### src/rtl/pipe_pkg.sv
// -----------------------------------------------------------------------------
// pipe_pkg
//
// Shared definitions for the EX-stage forwarding / load-use hazard logic.
//   - REG_ADDR_W_DFLT : default width of a register specifier
//   - fwd_sel_e       : operand-mux select encoding (RF / MEM / WB)
//   - *_shadow_t      : register-tag records kept for the EX, MEM and WB stages
//   - is_producer()   : "this stage will write a real (non-x0) register"
// -----------------------------------------------------------------------------
package pipe_pkg;

    localparam int REG_ADDR_W_DFLT = 5;

    typedef logic [REG_ADDR_W_DFLT-1:0] reg_addr_t;

    // Matches the 3:1 operand mux; 2'b11 is never produced.
    typedef enum logic [1:0] {
        FWD_RF  = 2'b00,
        FWD_MEM = 2'b01,
        FWD_WB  = 2'b10
    } fwd_sel_e;

    // EX carries source tags too, because the select is computed for the
    // instruction currently sitting in EX.
    typedef struct packed {
        logic      v;
        reg_addr_t rs1;
        reg_addr_t rs2;
        logic      u1;
        logic      u2;
        reg_addr_t rd;
        logic      wr;
        logic      ld;
    } ex_shadow_t;

    typedef struct packed {
        logic      v;
        reg_addr_t rd;
        logic      wr;
        logic      ld;
    } mem_shadow_t;

    typedef struct packed {
        logic      v;
        reg_addr_t rd;
        logic      wr;
    } wb_shadow_t;

    // x0 is hard-wired to zero, so a write to it never creates a dependence.
    function automatic logic is_producer(input logic v, input logic wr,
                                         input reg_addr_t rd);
        return v & wr & (rd != '0);
    endfunction

endpackage : pipe_pkg

### src/rtl/fwd_select.sv
// -----------------------------------------------------------------------------
// fwd_select
//
// Combinational comparator that picks the source of one EX-stage ALU operand.
//
// Ports:
//   ex_v_i    : EX holds a real instruction
//   ex_use_i  : EX instruction actually reads this operand
//   ex_src_i  : source register tag of this operand
//   mem_*_i   : MEM-stage shadow tag (valid, writes, is load, rd)
//   wb_*_i    : WB-stage shadow tag (valid, writes, rd)
//   sel_o     : 00 register file, 01 MEM ALU result, 10 WB writeback value
// -----------------------------------------------------------------------------
module fwd_select
    import pipe_pkg::*;
#(
    parameter int REG_ADDR_W = REG_ADDR_W_DFLT
) (
    input  logic                  ex_v_i,
    input  logic                  ex_use_i,
    input  logic [REG_ADDR_W-1:0] ex_src_i,
    input  logic                  mem_v_i,
    input  logic                  mem_wr_i,
    input  logic                  mem_ld_i,
    input  logic [REG_ADDR_W-1:0] mem_rd_i,
    input  logic                  wb_v_i,
    input  logic                  wb_wr_i,
    input  logic [REG_ADDR_W-1:0] wb_rd_i,
    output logic [1:0]            sel_o
);

    logic mem_hit;
    logic wb_hit;

    // A load in MEM has no data yet; the load-use stall pushes its consumer
    // back one cycle so the value is picked up from WB instead.
    assign mem_hit = mem_v_i & mem_wr_i & ~mem_ld_i & (mem_rd_i == ex_src_i);
    assign wb_hit  = wb_v_i & wb_wr_i & (wb_rd_i == ex_src_i);

    always_comb begin
        // NOTE: every output of a combinational block gets a default before
        // any branch, otherwise an unassigned path infers a latch.
        sel_o = FWD_RF;
        if (ex_v_i && ex_use_i && (ex_src_i != '0)) begin
            // MEM is the younger producer, so it wins over WB.
            if (mem_hit) begin
                sel_o = FWD_MEM;
            end else if (wb_hit) begin
                sel_o = FWD_WB;
            end
        end
    end

endmodule : fwd_select

### src/rtl/fwd_hazard_unit.sv
// -----------------------------------------------------------------------------
// fwd_hazard_unit
//
// Keeps an EX/MEM/WB shadow pipeline of register tags, drives the two EX-stage
// operand forwarding selects and detects load-use hazards.
//
// Ports:
//   clk, reset        : rising-edge clock, synchronous active-high reset
//   id_valid          : ID holds a real instruction
//   id_rs1/id_rs2     : ID source registers
//   id_uses_rs1/rs2   : ID instruction reads rs1 / rs2
//   id_rd             : ID destination register
//   id_regWrite       : ID instruction writes rd
//   id_memRead        : ID instruction is a load
//   flush             : taken branch in EX; the ID instruction is killed
//   fwdA_sel/fwdB_sel : operand A / B mux selects for the EX instruction
//   stall             : hold PC and IF/ID this cycle
//   bubble            : ID/EX loads a NOP this cycle
//   stall_count       : saturating count of load-use stall cycles
// -----------------------------------------------------------------------------
module fwd_hazard_unit
    import pipe_pkg::*;
#(
    parameter int REG_ADDR_W = REG_ADDR_W_DFLT,
    parameter int CNT_W      = 32
) (
    input  logic                  clk,
    input  logic                  reset,
    input  logic                  id_valid,
    input  logic [REG_ADDR_W-1:0] id_rs1,
    input  logic [REG_ADDR_W-1:0] id_rs2,
    input  logic                  id_uses_rs1,
    input  logic                  id_uses_rs2,
    input  logic [REG_ADDR_W-1:0] id_rd,
    input  logic                  id_regWrite,
    input  logic                  id_memRead,
    input  logic                  flush,
    output logic [1:0]            fwdA_sel,
    output logic [1:0]            fwdB_sel,
    output logic                  stall,
    output logic                  bubble,
    output logic [CNT_W-1:0]      stall_count
);

    ex_shadow_t        ex_q,  ex_d;
    mem_shadow_t       mem_q, mem_d;
    wb_shadow_t        wb_q,  wb_d;
    logic [CNT_W-1:0]  stall_cnt_q, stall_cnt_d;

    logic ex_is_load;
    logic rs1_dep;
    logic rs2_dep;
    logic hz;

    // ------------------------------------------------------------------
    // Load-use detection against the instruction currently in EX.
    // ------------------------------------------------------------------
    assign ex_is_load = is_producer(ex_q.v, ex_q.wr, ex_q.rd) & ex_q.ld;
    assign rs1_dep    = id_uses_rs1 & (id_rs1 == ex_q.rd);
    assign rs2_dep    = id_uses_rs2 & (id_rs2 == ex_q.rd);
    assign hz         = id_valid & ex_is_load & (rs1_dep | rs2_dep);

    // A flushed ID instruction is discarded, so there is nothing to stall
    // for; the bubble still goes in to kill it.
    assign stall  = hz & ~flush;
    assign bubble = hz | flush;

    // ------------------------------------------------------------------
    // Next state of the shadow pipeline and the stall counter.
    // ------------------------------------------------------------------
    always_comb begin
        ex_d = '0;
        if (!bubble) begin
            ex_d.v   = id_valid;
            ex_d.rs1 = id_rs1;
            ex_d.rs2 = id_rs2;
            ex_d.u1  = id_uses_rs1;
            ex_d.u2  = id_uses_rs2;
            ex_d.rd  = id_rd;
            ex_d.wr  = id_regWrite;
            ex_d.ld  = id_memRead;
        end

        mem_d.v  = ex_q.v;
        mem_d.rd = ex_q.rd;
        mem_d.wr = ex_q.wr;
        mem_d.ld = ex_q.ld;

        wb_d.v   = mem_q.v;
        wb_d.rd  = mem_q.rd;
        wb_d.wr  = mem_q.wr;

        // Saturate instead of wrapping so a long run never reads as "few".
        stall_cnt_d = stall_cnt_q;
        if (stall && (stall_cnt_q != '1)) begin
            stall_cnt_d = stall_cnt_q + CNT_W'(1);
        end
    end

    // NOTE: state registers use non-blocking assignments so every register
    // samples the pre-edge values; blocking here would let WB see the new MEM.
    always_ff @(posedge clk) begin
        if (reset) begin
            ex_q        <= '0;
            mem_q       <= '0;
            wb_q        <= '0;
            stall_cnt_q <= '0;
        end else begin
            ex_q        <= ex_d;
            mem_q       <= mem_d;
            wb_q        <= wb_d;
            stall_cnt_q <= stall_cnt_d;
        end
    end

    assign stall_count = stall_cnt_q;

    // ------------------------------------------------------------------
    // Operand selects: purely from shadow registers, stable all EX cycle.
    // ------------------------------------------------------------------
    fwd_select #(
        .REG_ADDR_W (REG_ADDR_W)
    ) u_fwd_a (
        .ex_v_i   (ex_q.v),
        .ex_use_i (ex_q.u1),
        .ex_src_i (ex_q.rs1),
        .mem_v_i  (mem_q.v),
        .mem_wr_i (mem_q.wr),
        .mem_ld_i (mem_q.ld),
        .mem_rd_i (mem_q.rd),
        .wb_v_i   (wb_q.v),
        .wb_wr_i  (wb_q.wr),
        .wb_rd_i  (wb_q.rd),
        .sel_o    (fwdA_sel)
    );

    fwd_select #(
        .REG_ADDR_W (REG_ADDR_W)
    ) u_fwd_b (
        .ex_v_i   (ex_q.v),
        .ex_use_i (ex_q.u2),
        .ex_src_i (ex_q.rs2),
        .mem_v_i  (mem_q.v),
        .mem_wr_i (mem_q.wr),
        .mem_ld_i (mem_q.ld),
        .mem_rd_i (mem_q.rd),
        .wb_v_i   (wb_q.v),
        .wb_wr_i  (wb_q.wr),
        .wb_rd_i  (wb_q.rd),
        .sel_o    (fwdB_sel)
    );

endmodule : fwd_hazard_unit
### config.mk
export PLATFORM = sky130hd
export DESIGN_NAME = fwd_hazard_unit
export DESIGN_NICKNAME = d
export VERILOG_FILES = /design/src/rtl/pipe_pkg.sv /design/src/rtl/fwd_select.sv /design/src/rtl/fwd_hazard_unit.sv
export SDC_FILE = /design/constraint.sdc
export NUM_CORES = 1
export LEC_CHECK = 0
export CAP_MARGIN = 30
export CORE_MARGIN = 2
export CORE_UTILIZATION = 46
export DETAILED_ROUTE_END_ITERATION = 8
export PLACE_DENSITY = 0.72
export SETUP_SLACK_MARGIN = 0.5
export SYNTH_ARGS = -nofsm -noshare
export SYNTH_HDL_FRONTEND = slang
export SYNTH_SLANG_ARGS = --single-unit
export TNS_END_PERCENT = 1
### constraint.sdc
create_clock -name clk -period 2.1 [get_ports clk]
set_clock_uncertainty 0.15 [all_clocks]
set_input_delay 0.42 -clock clk [delete_from_list [all_inputs] [get_ports clk]]
set_output_delay 0.42 -clock clk [all_outputs]
set_load 0.01 [all_outputs]
==> flow_summary.json <==
{
  "run_status": "finished, violations left",
  "violations": "setup timing",
  "final_util": 0.7104,
  "max_clock_freq_mhz": 444.0,
  "regToRegSetupSlack_ps": -140,
  "ios": 61,
  "syn-num-nets": 358,
  "crit_chain": "dlygate4sd2_1, xnor2_1, nand4_1, o22ai_2, buf_4, buf_6, o211ai_4, buf_6, or4_4, a21oi_2",
  "nFillCells": 468,
  "cp_num_buf_inv": 4,
  "layout_min_cycle_time_ps": 2252,
  "timing.final.ws_setup_ps": -152.3,
  "whs_path_depth": 2,
  "crit_path_start_kind": "primary input",
  "hold_viol": 0,
  "drtIter0Drc": 104,
  "place_area_um2": 4155,
  "rr_startpoint": "ex_q[6]",
  "syn-cell-area_um2": 3059,
  "cts-htree-levels": 3,
  "hold_slack_ps": 296.1,
  "worstPathMaxFanout": 7,
  "ys_warn_count": 0,
  "track_usage": 0.2190,
  "cp_slowest_cell": "or4_4",
  "synthCells": 334,
  "crit_top_cell": "buf_6",
  "dieArea_um2": 7319,
  "clkSlewWorstSetupHoldPaths_ps": 70,
  "holdPathEnd": "ex_q[8]",
  "setup-violations-final": 23,
  "p_leak_nw": 1.819,
  "synth_edf_count": 0,
  "synth_cell_type_count": 40,
  "dr.pass1.iters": 5,
  "nets": 479,
  "worstHoldStart": "id_uses_rs1",
  "cts_sinks": 67,
  "globalplace.congestion": 0.8295,
  "cts_tree": "yes",
  "area_delta_synth_final_pct": 48.30,
  "cp_top_family": "buffers and inverters",
  "finalInstanceArea_um2": 4537,
  "grt_pass1_wl_mm": 12.81,
  "ys_ff_latch": 67,
  "clk_latency_ps": 330,
  "tns_ps": -2135,
  "grt_remaining_overflow": 0,
  "ant_nets": 0,
  "worst_ep_required_time_ps": 2220,
  "ys.flop_type": "dfxtp_1",
  "antenna_found_initial": 0,
  "worstPathArrival_ps": 2370,
  "io_buffers": 60,
  "synth-seq-area-share": 0.4384,
  "grt_pass1_vias": 2744,
  "rows": 29,
  "fp.dieH_um": 85.55,
  "hp-class": "in2reg",
  "avgViaCountPerCell": 5.435,
  "syn_avg_cell_area_um2": 9.159,
  "max-cap-violations": 0,
  "grt_max_degree": 31,
  "power_density_nw_per_um2": 562.6,
  "rsz0062_at_grt": "true",
  "drive_above_1_share": 0.3813,
  "drc_errors": 0,
  "r2r-end": "stall_count[17]",
  "wl_per_cell_um": 15.08,
  "max_slew_margin": 0.6231,
  "ir_worst_vdd_mv": 0.3551,
  "routed_wirelength_mm": 8.081,
  "slew_violations": 0,
  "die_w_um": 85.55,
  "async_flop_share": 0,
  "critPathKind": "in2reg",
  "diodes": 0,
  "fin_crit_sh": 1.073,
  "cts_buffers": 9,
  "core_um2": 6386,
  "tightestPinTransition_ps": 564.7,
  "max_stage_delay_ps": 510,
  "reg2regPathDepth": 9,
  "dp_slack_ps": -654.1,
  "dpl.hpwl_mm": 5.781,
  "start_util": 0.4790,
  "vias": 2913,
  "cts_root_buf": "clkbuf_8",
  "clk_path_buf_depth": 2,
  "endpoint_kind": "flop"
}
## synthesized netlist by cell type, types with 2 or more instances
cell type / number / area [um2]
a21o_1: 3 / 22.52
a21oi_1: 26 / 130.1
and2_1: 20 / 125.1
and3_1: 2 / 12.51
buf_2: 2 / 10.01
buf_6: 2 / 22.52
clkbuf_1: 8 / 30.03
dfxtp_1: 67 / 1341
inv_1: 9 / 33.78
mux2_2: 4 / 45.04
nand2_1: 18 / 67.56
nand3_1: 19 / 95.09
nand4_1: 11 / 68.82
nand4_4: 2 / 42.54
nor2_1: 16 / 60.06
nor2b_1: 18 / 112.6
nor3_1: 3 / 15.01
nor4_1: 8 / 50.05
nor4b_1: 2 / 17.52
o211ai_1: 2 / 15.01
o21ai_0: 9 / 45.04
o31ai_1: 12 / 90.09
o41ai_1: 2 / 17.52
or3_1: 9 / 56.30
or4_1: 14 / 105.1
or4b_1: 2 / 20.02
xnor2_1: 24 / 210.2
xor2_1: 8 / 70.07
## per-layer routing
layer  GRT usage  wire length, um
met1      0.2792             3626
met2      0.3714             3963
met3     0.03272              319
met4     0.09091              171
met5           0                0
## cell usage in the layout, fill, tap and decap left out, drive strengths merged, types with 2 or more instances in the layout
master / count
mux2: 4
nor3: 4
or3: 9
nand3: 19
clkbuf: 20
buf: 74
and3: 2
o31ai: 12
and2: 20
nor4: 9
nor4b: 2
nand4: 13
clkdlybuf4s50: 12
a21oi: 27
xnor2: 24
nor2: 16
nand2: 18
o41ai: 2
or4b: 2
or4: 14
dfxtp: 67
a21o: 3
o211ai: 3
dlygate4sd2: 16
clkinvlp: 2
nor2b: 18
o21ai: 9
clkdlybuf4s15: 11
inv: 9
xor2: 8
## power breakdown
group / internal [W] / switching [W] / leakage [nW] / total, W
clock: 0.000605 / 0.000476 / 0.0974 / 0.00108
sequential: 0.00129 / 0.0000222 / 0.554 / 0.00131
combinational: 0.0000925 / 0.0000671 / 1.17 / 0.000160
total: 0.00199 / 0.000565 / 1.82 / 0.00255
## layout make-up
class	count	area (um2)	share of cell area
clock inverters	4	50.05	0.01103
flip-flops and latches	67	1374	0.3028
repair buffers	123	1008	0.2223
well taps	77	96.34	0.02124
inverters	9	33.78	0.007446
clock buffers	11	151.4	0.03337
multi-input cells	245	1823	0.4018
## per-stage QoR
step,std cells,power (W)
floorplan,334,0.001411
global route,536,0.002637
CTS,535,0.002556
detailed placement,517,0.001496
finish,536,0.002552
global placement,517,0.001492
## state kept, by name, summed over array words and instances (netlist names)
register,count
wb_q,7
ex_q,20
stall_count,32
mem_q,8
## worst max path at each step
stage,from,cells after the start,slack (ps),to
2_1_floorplan,id_rs1[0],7,100,stall_count[27]
3_3_place_gp,id_rs1[0],7,-600,stall
3_5_place_dp,id_rs2[1],9,-650,stall_count[16]
4_1_cts,ex_q[11],4,-190,fwdB_sel[1]
5_1_grt,id_rs1[3],10,-260,stall_count[15]
6_report,id_rs1[3],10,-150,stall_count[17]
## logic make-up after synthesis
| group | share of synthesized area |
|---|---|
| simple gates | 0.2982 |
| flops | 0.4384 |
| compound gates | 0.1157 |
| xor+xnor | 0.09162 |
| buf+inv | 0.03395 |
| mux | 0.01799 |
| fa+ha+maj | 0.004089 |
## timing repair
item,in CTS,in global routing
setup buffers,3,1
hold buffers,0,0
endpoints found under the setup margin,90,86
pin swaps,22,26
resized for setup,145,43
No activity file was read; power rests on OpenSTA's default activity.
